### config.mk
export PLATFORM = sky130hd
export DESIGN_NAME = mult_rr_scheduler
export DESIGN_NICKNAME = d
export VERILOG_FILES = /design/src/rtl/mult_rr_scheduler.sv
export SDC_FILE = /design/constraint.sdc
export NUM_CORES = 1
export LEC_CHECK = 0
export CAP_MARGIN = 20
export CELL_PAD_IN_SITES_DETAIL_PLACEMENT = 1
export CELL_PAD_IN_SITES_GLOBAL_PLACEMENT = 1
export CORE_UTILIZATION = 35
export CTS_CLUSTER_SIZE = 30
export DETAILED_ROUTE_END_ITERATION = 6
export GPL_TIMING_DRIVEN = 0
export MAX_ROUTING_LAYER = met4
export PLACE_DENSITY = 0.8
export SLEW_MARGIN = 20
export SYNTH_ARGS = -nofsm -noshare
export SYNTH_HDL_FRONTEND = slang
export SYNTH_SLANG_ARGS = --single-unit
### constraint.sdc
create_clock -name clk_i -period 3.4 [get_ports clk_i]
set_input_delay 0.68 -clock clk_i [delete_from_list [all_inputs] [get_ports clk_i]]
set_output_delay 0.68 -clock clk_i [all_outputs]
set_load 0.01 [all_outputs]
### src/rtl/mult_rr_scheduler.sv
// mult_rr_scheduler: round-robin sharing of one 4-bit multiplier core among NUM_REQ requesters.
module mult_rr_scheduler #(
  parameter int NUM_REQ = 2,
  parameter int TIMEOUT = 64
) (
  input  logic                 clk_i,
  input  logic                 rst_i,
  input  logic [NUM_REQ-1:0]   req_i,
  input  logic [4*NUM_REQ-1:0] a_i,
  input  logic [4*NUM_REQ-1:0] b_i,
  output logic [NUM_REQ-1:0]   gnt_o,
  output logic [NUM_REQ-1:0]   done_o,
  output logic [7:0]           y_o,
  output logic                 err_o,
  output logic [3:0]           A_o,
  output logic [3:0]           B_o,
  output logic                 enable_o,
  input  logic [7:0]           Y_i,
  input  logic                 fim_i
);
  localparam int PW = $clog2(NUM_REQ);
  localparam int CW = $clog2(TIMEOUT);
  typedef enum logic [1:0] {IDLE, RUN, DRAIN} state_t;
  state_t state_q, state_d;
  logic [NUM_REQ-1:0] req_q, gnt_q, gnt_d, done_q, done_d;
  logic [PW-1:0] ptr_q, ptr_d, g_q, g_d, sel;
  logic [CW-1:0] cnt_q, cnt_d;
  logic [7:0] y_q, y_d;
  logic [3:0] a_q, a_d, b_q, b_d;
  logic en_q, en_d, err_q, err_d;
  // Scan downward so the set bit closest above the pointer is the last to win.
  always_comb begin
    sel = ptr_q;
    for (int i = NUM_REQ - 1; i >= 0; i--) begin
      int j;
      j = int'(ptr_q) + i;
      j = j >= NUM_REQ ? j - NUM_REQ : j;
      if (req_q[PW'(j)]) sel = PW'(j);
    end
  end
  always_comb begin
    state_d = state_q;
    ptr_d = ptr_q;
    g_d = g_q;
    cnt_d = cnt_q;
    gnt_d = gnt_q;
    done_d = '0;
    err_d = 1'b0;
    y_d = y_q;
    a_d = a_q;
    b_d = b_q;
    en_d = en_q;
    case (state_q)
      IDLE: if (|req_q) begin
        a_d = a_i[4*sel +: 4];
        b_d = b_i[4*sel +: 4];
        g_d = sel;
        gnt_d = NUM_REQ'(1) << sel;
        en_d = 1'b1;
        cnt_d = '0;
        state_d = RUN;
      end
      RUN: begin
        cnt_d = cnt_q + 1'b1;
        if (fim_i || cnt_q == CW'(TIMEOUT - 1)) begin
          y_d = fim_i ? Y_i : 8'd0;
          err_d = !fim_i;
          done_d = gnt_q;
          en_d = 1'b0;
          state_d = DRAIN;
        end
      end
      DRAIN: if (!fim_i) begin
        gnt_d = '0;
        ptr_d = g_q == PW'(NUM_REQ - 1) ? '0 : g_q + 1'b1;
        state_d = IDLE;
      end
      default: state_d = IDLE;
    endcase
  end
  always_ff @(posedge clk_i) begin
    if (rst_i) begin
      state_q <= IDLE;
      req_q <= '0;
      ptr_q <= '0;
      g_q <= '0;
      cnt_q <= '0;
      gnt_q <= '0;
      done_q <= '0;
      err_q <= 1'b0;
      y_q <= '0;
      a_q <= '0;
      b_q <= '0;
      en_q <= 1'b0;
    end else begin
      state_q <= state_d;
      req_q <= req_i;
      ptr_q <= ptr_d;
      g_q <= g_d;
      cnt_q <= cnt_d;
      gnt_q <= gnt_d;
      done_q <= done_d;
      err_q <= err_d;
      y_q <= y_d;
      a_q <= a_d;
      b_q <= b_d;
      en_q <= en_d;
    end
  end
  assign gnt_o = gnt_q;
  assign done_o = done_q;
  assign err_o = err_q;
  assign y_o = y_q;
  assign A_o = a_q;
  assign B_o = b_q;
  assign enable_o = en_q;
endmodule

Word-level counts from Yosys, hierarchy flattened --
Cells that the tools add are included. W data, S select, Z words.
Storage, ports and cells: register bits 34, input port bits 29, output and inout port bits 22
Cells by class: add/subtract/negate cells 5, $lt $le $gt $ge 4, equality and inequality tests 6, shifts and indexed selects 3, multiplexer cells 21, bitwise gates (word level) 3, reductions and logical operators 14
Operator list (count):
- $shiftx A8 B4 Y4 | 2
- $pmux W6 S2 | 1
- $mux W1 | 11
- $reduce_and A3 Y1 | 3
- $mux W2 | 4
- $mux W8 | 1
- $reduce_and A2 Y1 | 4
- $add A6 B1 Y6 const B | 1
- $eq A6 B6 Y1 const B | 1
- $lt A1 B3 Y1 const B | 2
- $mux W6 | 1
- $ne A2 B2 Y1 const B | 3
- $pmux W2 S3 | 1
- $pmux W2 S2 | 1
- $reduce_bool A2 Y1 | 2
- $not A1 Y1 | 3
- $reduce_or A3 Y1 | 1
- $add A1 B1 Y2 const B | 1
- $eq A2 B1 Y1 const B | 1
- $eq A2 B2 Y1 const B | 1
- $ge A1 B2 Y1 const B | 1
- $ge A2 B2 Y1 const B | 1
- $logic_not A2 Y1 | 1
- $pmux W1 S2 | 1
- other kinds (6) | 7

Depth between registers and ports, before layout --
depth after elaboration 11, gate-level depth with buffers 5, mapped depth without buffers 4

Worst setup path after synthesis --
No wires, ideal clock.
path kind input -> register, from in rst_i, to reg cnt_q[1], library setup time 0.132 ns, arrival time 1.407 ns, data required time 3.268 ns, setup slack 1.860 ns, cell stages on the path 4, path buffers 3, cells stage by stage clkbuf_1 buf_2 buf_1 a21oi_1
RTL lines:
- from (decl) | line 7 | input logic rst_i,
- to (signal assigned) | line 100 | cnt_q <= cnt_d;
- to (decl) | line 27 | logic [CW-1:0] cnt_q, cnt_d;
No word-level cell between the ends.

Final worst setup path --
from reg b_q[0] (netlist: B_o[0]), to out B_o[0]
RTL lines:
- from (decl) | line 29 | logic [3:0] a_q, a_d, b_q, b_d;
- from (signal assigned) | line 93 | b_q <= '0;
- from (signal assigned) | line 106 | b_q <= b_d;
- to (decl) | line 16 | output logic [3:0] B_o,
No word-level cell between the ends.

==> results.json <==
{
  "rr_worst_depth": 5,
  "netlist_instances": 158,
  "seq_power_share_pct": 48.4,
  "detail-route-antenna-nets": 0,
  "post-dp-hpwl_mm": 3.24,
  "hold_buffers": 0,
  "finalSetupTns_ns": 0,
  "ir_worst_vdd_v": 0.000150,
  "register_area_sq_um": 681,
  "end_kind": "primary output",
  "async_flop_share_pct": 0,
  "p_sw_share_pct": 26.1,
  "core-area_sq_um": 4000,
  "power_density_nw_per_um2": 429,
  "hold_path_class": "reg2reg",
  "layout_common_cells": "clkdlybuf4s50_1, dfxtp_1, a21oi_1",
  "rsz0062_at_grt": "no",
  "clkSinkCount": 34,
  "drive_gt1_share_pct": 7.04,
  "htreeDepth": 2,
  "cell_internal_pwr_mw": 0.667,
  "timing.hold.ws_ns": 0.483,
  "fmax_mhz": 538,
  "synth-main-ff-cell": "dfxtp_1",
  "slew_headroom_pct": 58.2,
  "post_cts_buffers": 0,
  "area_growth_pct": 43.3,
  "finClkSkew_ns": 0.00584,
  "multiInputGateArea_sq_um": 724,
  "drc": 0,
  "nFillCells": 458,
  "die_h_microns": 66.8,
  "fin_crit_sh_pct": 54.7,
  "antenna_found_initial": 0,
  "crit_buf_inv": 1,
  "hold_viol_final": 0,
  "cp_cell_sequence": "clkdlybuf4s50_1",
  "p_leak_nw": 0.717,
  "min_period_ns": 1.86,
  "outcome": "finished, final reports clean",
  "grt_pass1_wl_mm": 7.07,
  "cts_tree": "built",
  "synth_nets": 188,
  "avgSynthCellArea_sq_um": 9.29,
  "regToRegStartpoint": "cnt_q[0]$_SDFFE_PP0P_",
  "track_usage_pct": 21.9,
  "ys_ff_latch": 34,
  "grt_pass1_vias": 1529,
  "path_class": "reg2out",
  "first_pass_iters": 4,
  "route.vias.total": 1454,
  "start_util_pct": 36.7,
  "cp.depth": 1,
  "cpLargestDelayFamily": "buffers and inverters",
  "clockPowerShare_pct": 32.6,
  "die_area_sq_um": 4460,
  "dpl.cell_count": 257,
  "gr-total-overflow": 0,
  "synth_edf_count": 0,
  "crit_slowest_cell": "clkdlybuf4s50_1",
  "tightest_slew_ns": 0.625,
  "fin_cells": 263,
  "n_antenna_cell": 0,
  "cts_resized": 0,
  "drt-total-wl_mm": 4.29,
  "endpoint": "B_o[0]",
  "clk_latency_ns": 0.29,
  "timing.critical_path.from": "B_o[0]$_SDFFE_PP0P_",
  "cts_made_buffers": 5,
  "routabilityCongestion": 0.771,
  "worstReg2RegEnd": "y_o[4]$_SDFFE_PP0P_",
  "final_util_pct": 52.6,
  "timing.max_cap.violations": 0,
  "die_w_microns": 66.8,
  "port_buffers": 49,
  "setup_viol": 0,
  "via_per_inst": 5.53,
  "netlist_area_sq_um": 1470,
  "power.share.combinational_pct": 19.0,
  "cts_root_buf": "clkbuf_8",
  "fp-row-count": 23,
  "drt_iter0_markers": 42,
  "io_pins": 51,
  "required_ns": 2.72,
  "yosysWarnings": 0,
  "cts.path.max_buffers": 2,
  "crit_path_start_kind": "flop",
  "synth.distinct_cells": 37,
  "final_common_cell": "clkdlybuf4s50_1",
  "r2r_slack_ns": 1.75,
  "seq_area_frac_synth_pct": 46.4,
  "switching_power_mw": 0.235,
  "routedWlPerCell_microns": 16.3,
  "drv_slew": 0,
  "clkTransAtPathRegs_ns": 0.06,
  "grt_max_degree": 11,
  "slowest_delay_ns": 0.55,
  "path_max_fanout": 2,
  "nNetsFinal": 244,
  "worst_ep_arrival_time_ns": 1.18
}
[final cells by class]
cell class | instances | share of cell area, %
multi-input cells | 111 | 34.4
flip-flops and latches | 34 | 32.4
repair buffers | 49 | 23.3
clock buffers | 6 | 3.93
plain buffers | 13 | 2.97
well taps | 50 | 2.97
[logic make-up after synthesis]
kind of cell,share of synthesized area (%)
AOI/OAI and AO/OA,24.8
adders and majority gates,0.852
buffers and inverters,4.26
DFF,46.4
muxes,6.22
and+or+nand+nor,17.5
[how the worst min path moves through the flow]
stage	start	to	slack, ns	cells past startpoint
after floorplan	g_q$_SDFFE_PP0P_	g_q$_SDFFE_PP0P_	0.45	2
after global placement	g_q$_SDFFE_PP0P_	g_q$_SDFFE_PP0P_	0.46	2
after detailed placement	g_q$_SDFFE_PP0P_	g_q$_SDFFE_PP0P_	0.48	2
after CTS	g_q$_SDFFE_PP0P_	g_q$_SDFFE_PP0P_	0.49	2
after global routing	gnt_o[0]$_SDFFE_PP0P_	done_o[0]$_SDFF_PP0_	0.51	1
final	g_q$_SDFFE_PP0P_	g_q$_SDFFE_PP0P_	0.48	2
[synthesized netlist by cell type (2+ instances only)]
cell type / instances / area [sq um]
nand3_1: 12 / 60.1
clkbuf_1: 6 / 22.5
o21ai_0: 3 / 15.0
o311ai_0: 8 / 70.1
or3_1: 4 / 25.0
buf_2: 5 / 25.0
o211ai_1: 4 / 30.0
nand2_1: 5 / 18.8
a211oi_1: 9 / 67.6
nand3b_1: 2 / 15.0
nor2_1: 4 / 15.0
a31oi_1: 2 / 12.5
mux2i_1: 8 / 80.1
and3_1: 2 / 12.5
nand2b_1: 5 / 31.3
nor2b_1: 2 / 12.5
a21oi_1: 24 / 120
dfxtp_1: 34 / 681
[stage by stage]
step	setup slack [ns]	total power, mW	area (sq um)
3_5_place_dp	1.36	0.616	2020
6_report	1.54	0.902	2100
4_1_cts	1.53	0.909	2100
5_1_grt	1.49	0.945	2100
2_1_floorplan	1.86	0.524	1470
3_3_place_gp	1.37	0.610	2020
[sequential cells by signal, indices dropped and copies added (netlist names)]
| signal | cells |
|---|---|
| B_o | 4 |
| enable_o | 1 |
| g_q | 1 |
| A_o | 4 |
| done_o | 2 |
| req_q | 2 |
| err_o | 1 |
| state_q | 2 |
| cnt_q | 6 |
| gnt_o | 2 |
| ptr_q | 1 |
| y_o | 8 |
[routing by layer]
| layer | GRT usage (%) | part of all wire [%] |
|---|---|---|
| met4 | 6.38 | 1.2 |
| met3 | 5.82 | 7.2 |
| met2 | 39.0 | 49 |
| met1 | 23.7 | 42 |
| met5 | - | 0 |
[power by group through the flow]
stage / sequential [mW] / clock (mW) / combinational (mW)
5_1_grt: 0.439 / 0.319 / 0.186
6_report: 0.437 / 0.294 / 0.171
2_1_floorplan: 0.450 / 0 / 0.0743
3_5_place_dp: 0.445 / 0 / 0.171
4_1_cts: 0.436 / 0.300 / 0.173
3_3_place_gp: 0.444 / 0 / 0.166
[worst reg2reg max path: stages (launching register included)]
cell and delay (ns):
dfxtp_1 0.40, ha_1 0.27, nand3_1 0.12, clkbuf_1 0.23
o311ai_0 0.37, a21oi_1 0.11
Note: power is estimated with default switching activity, not from simulation.
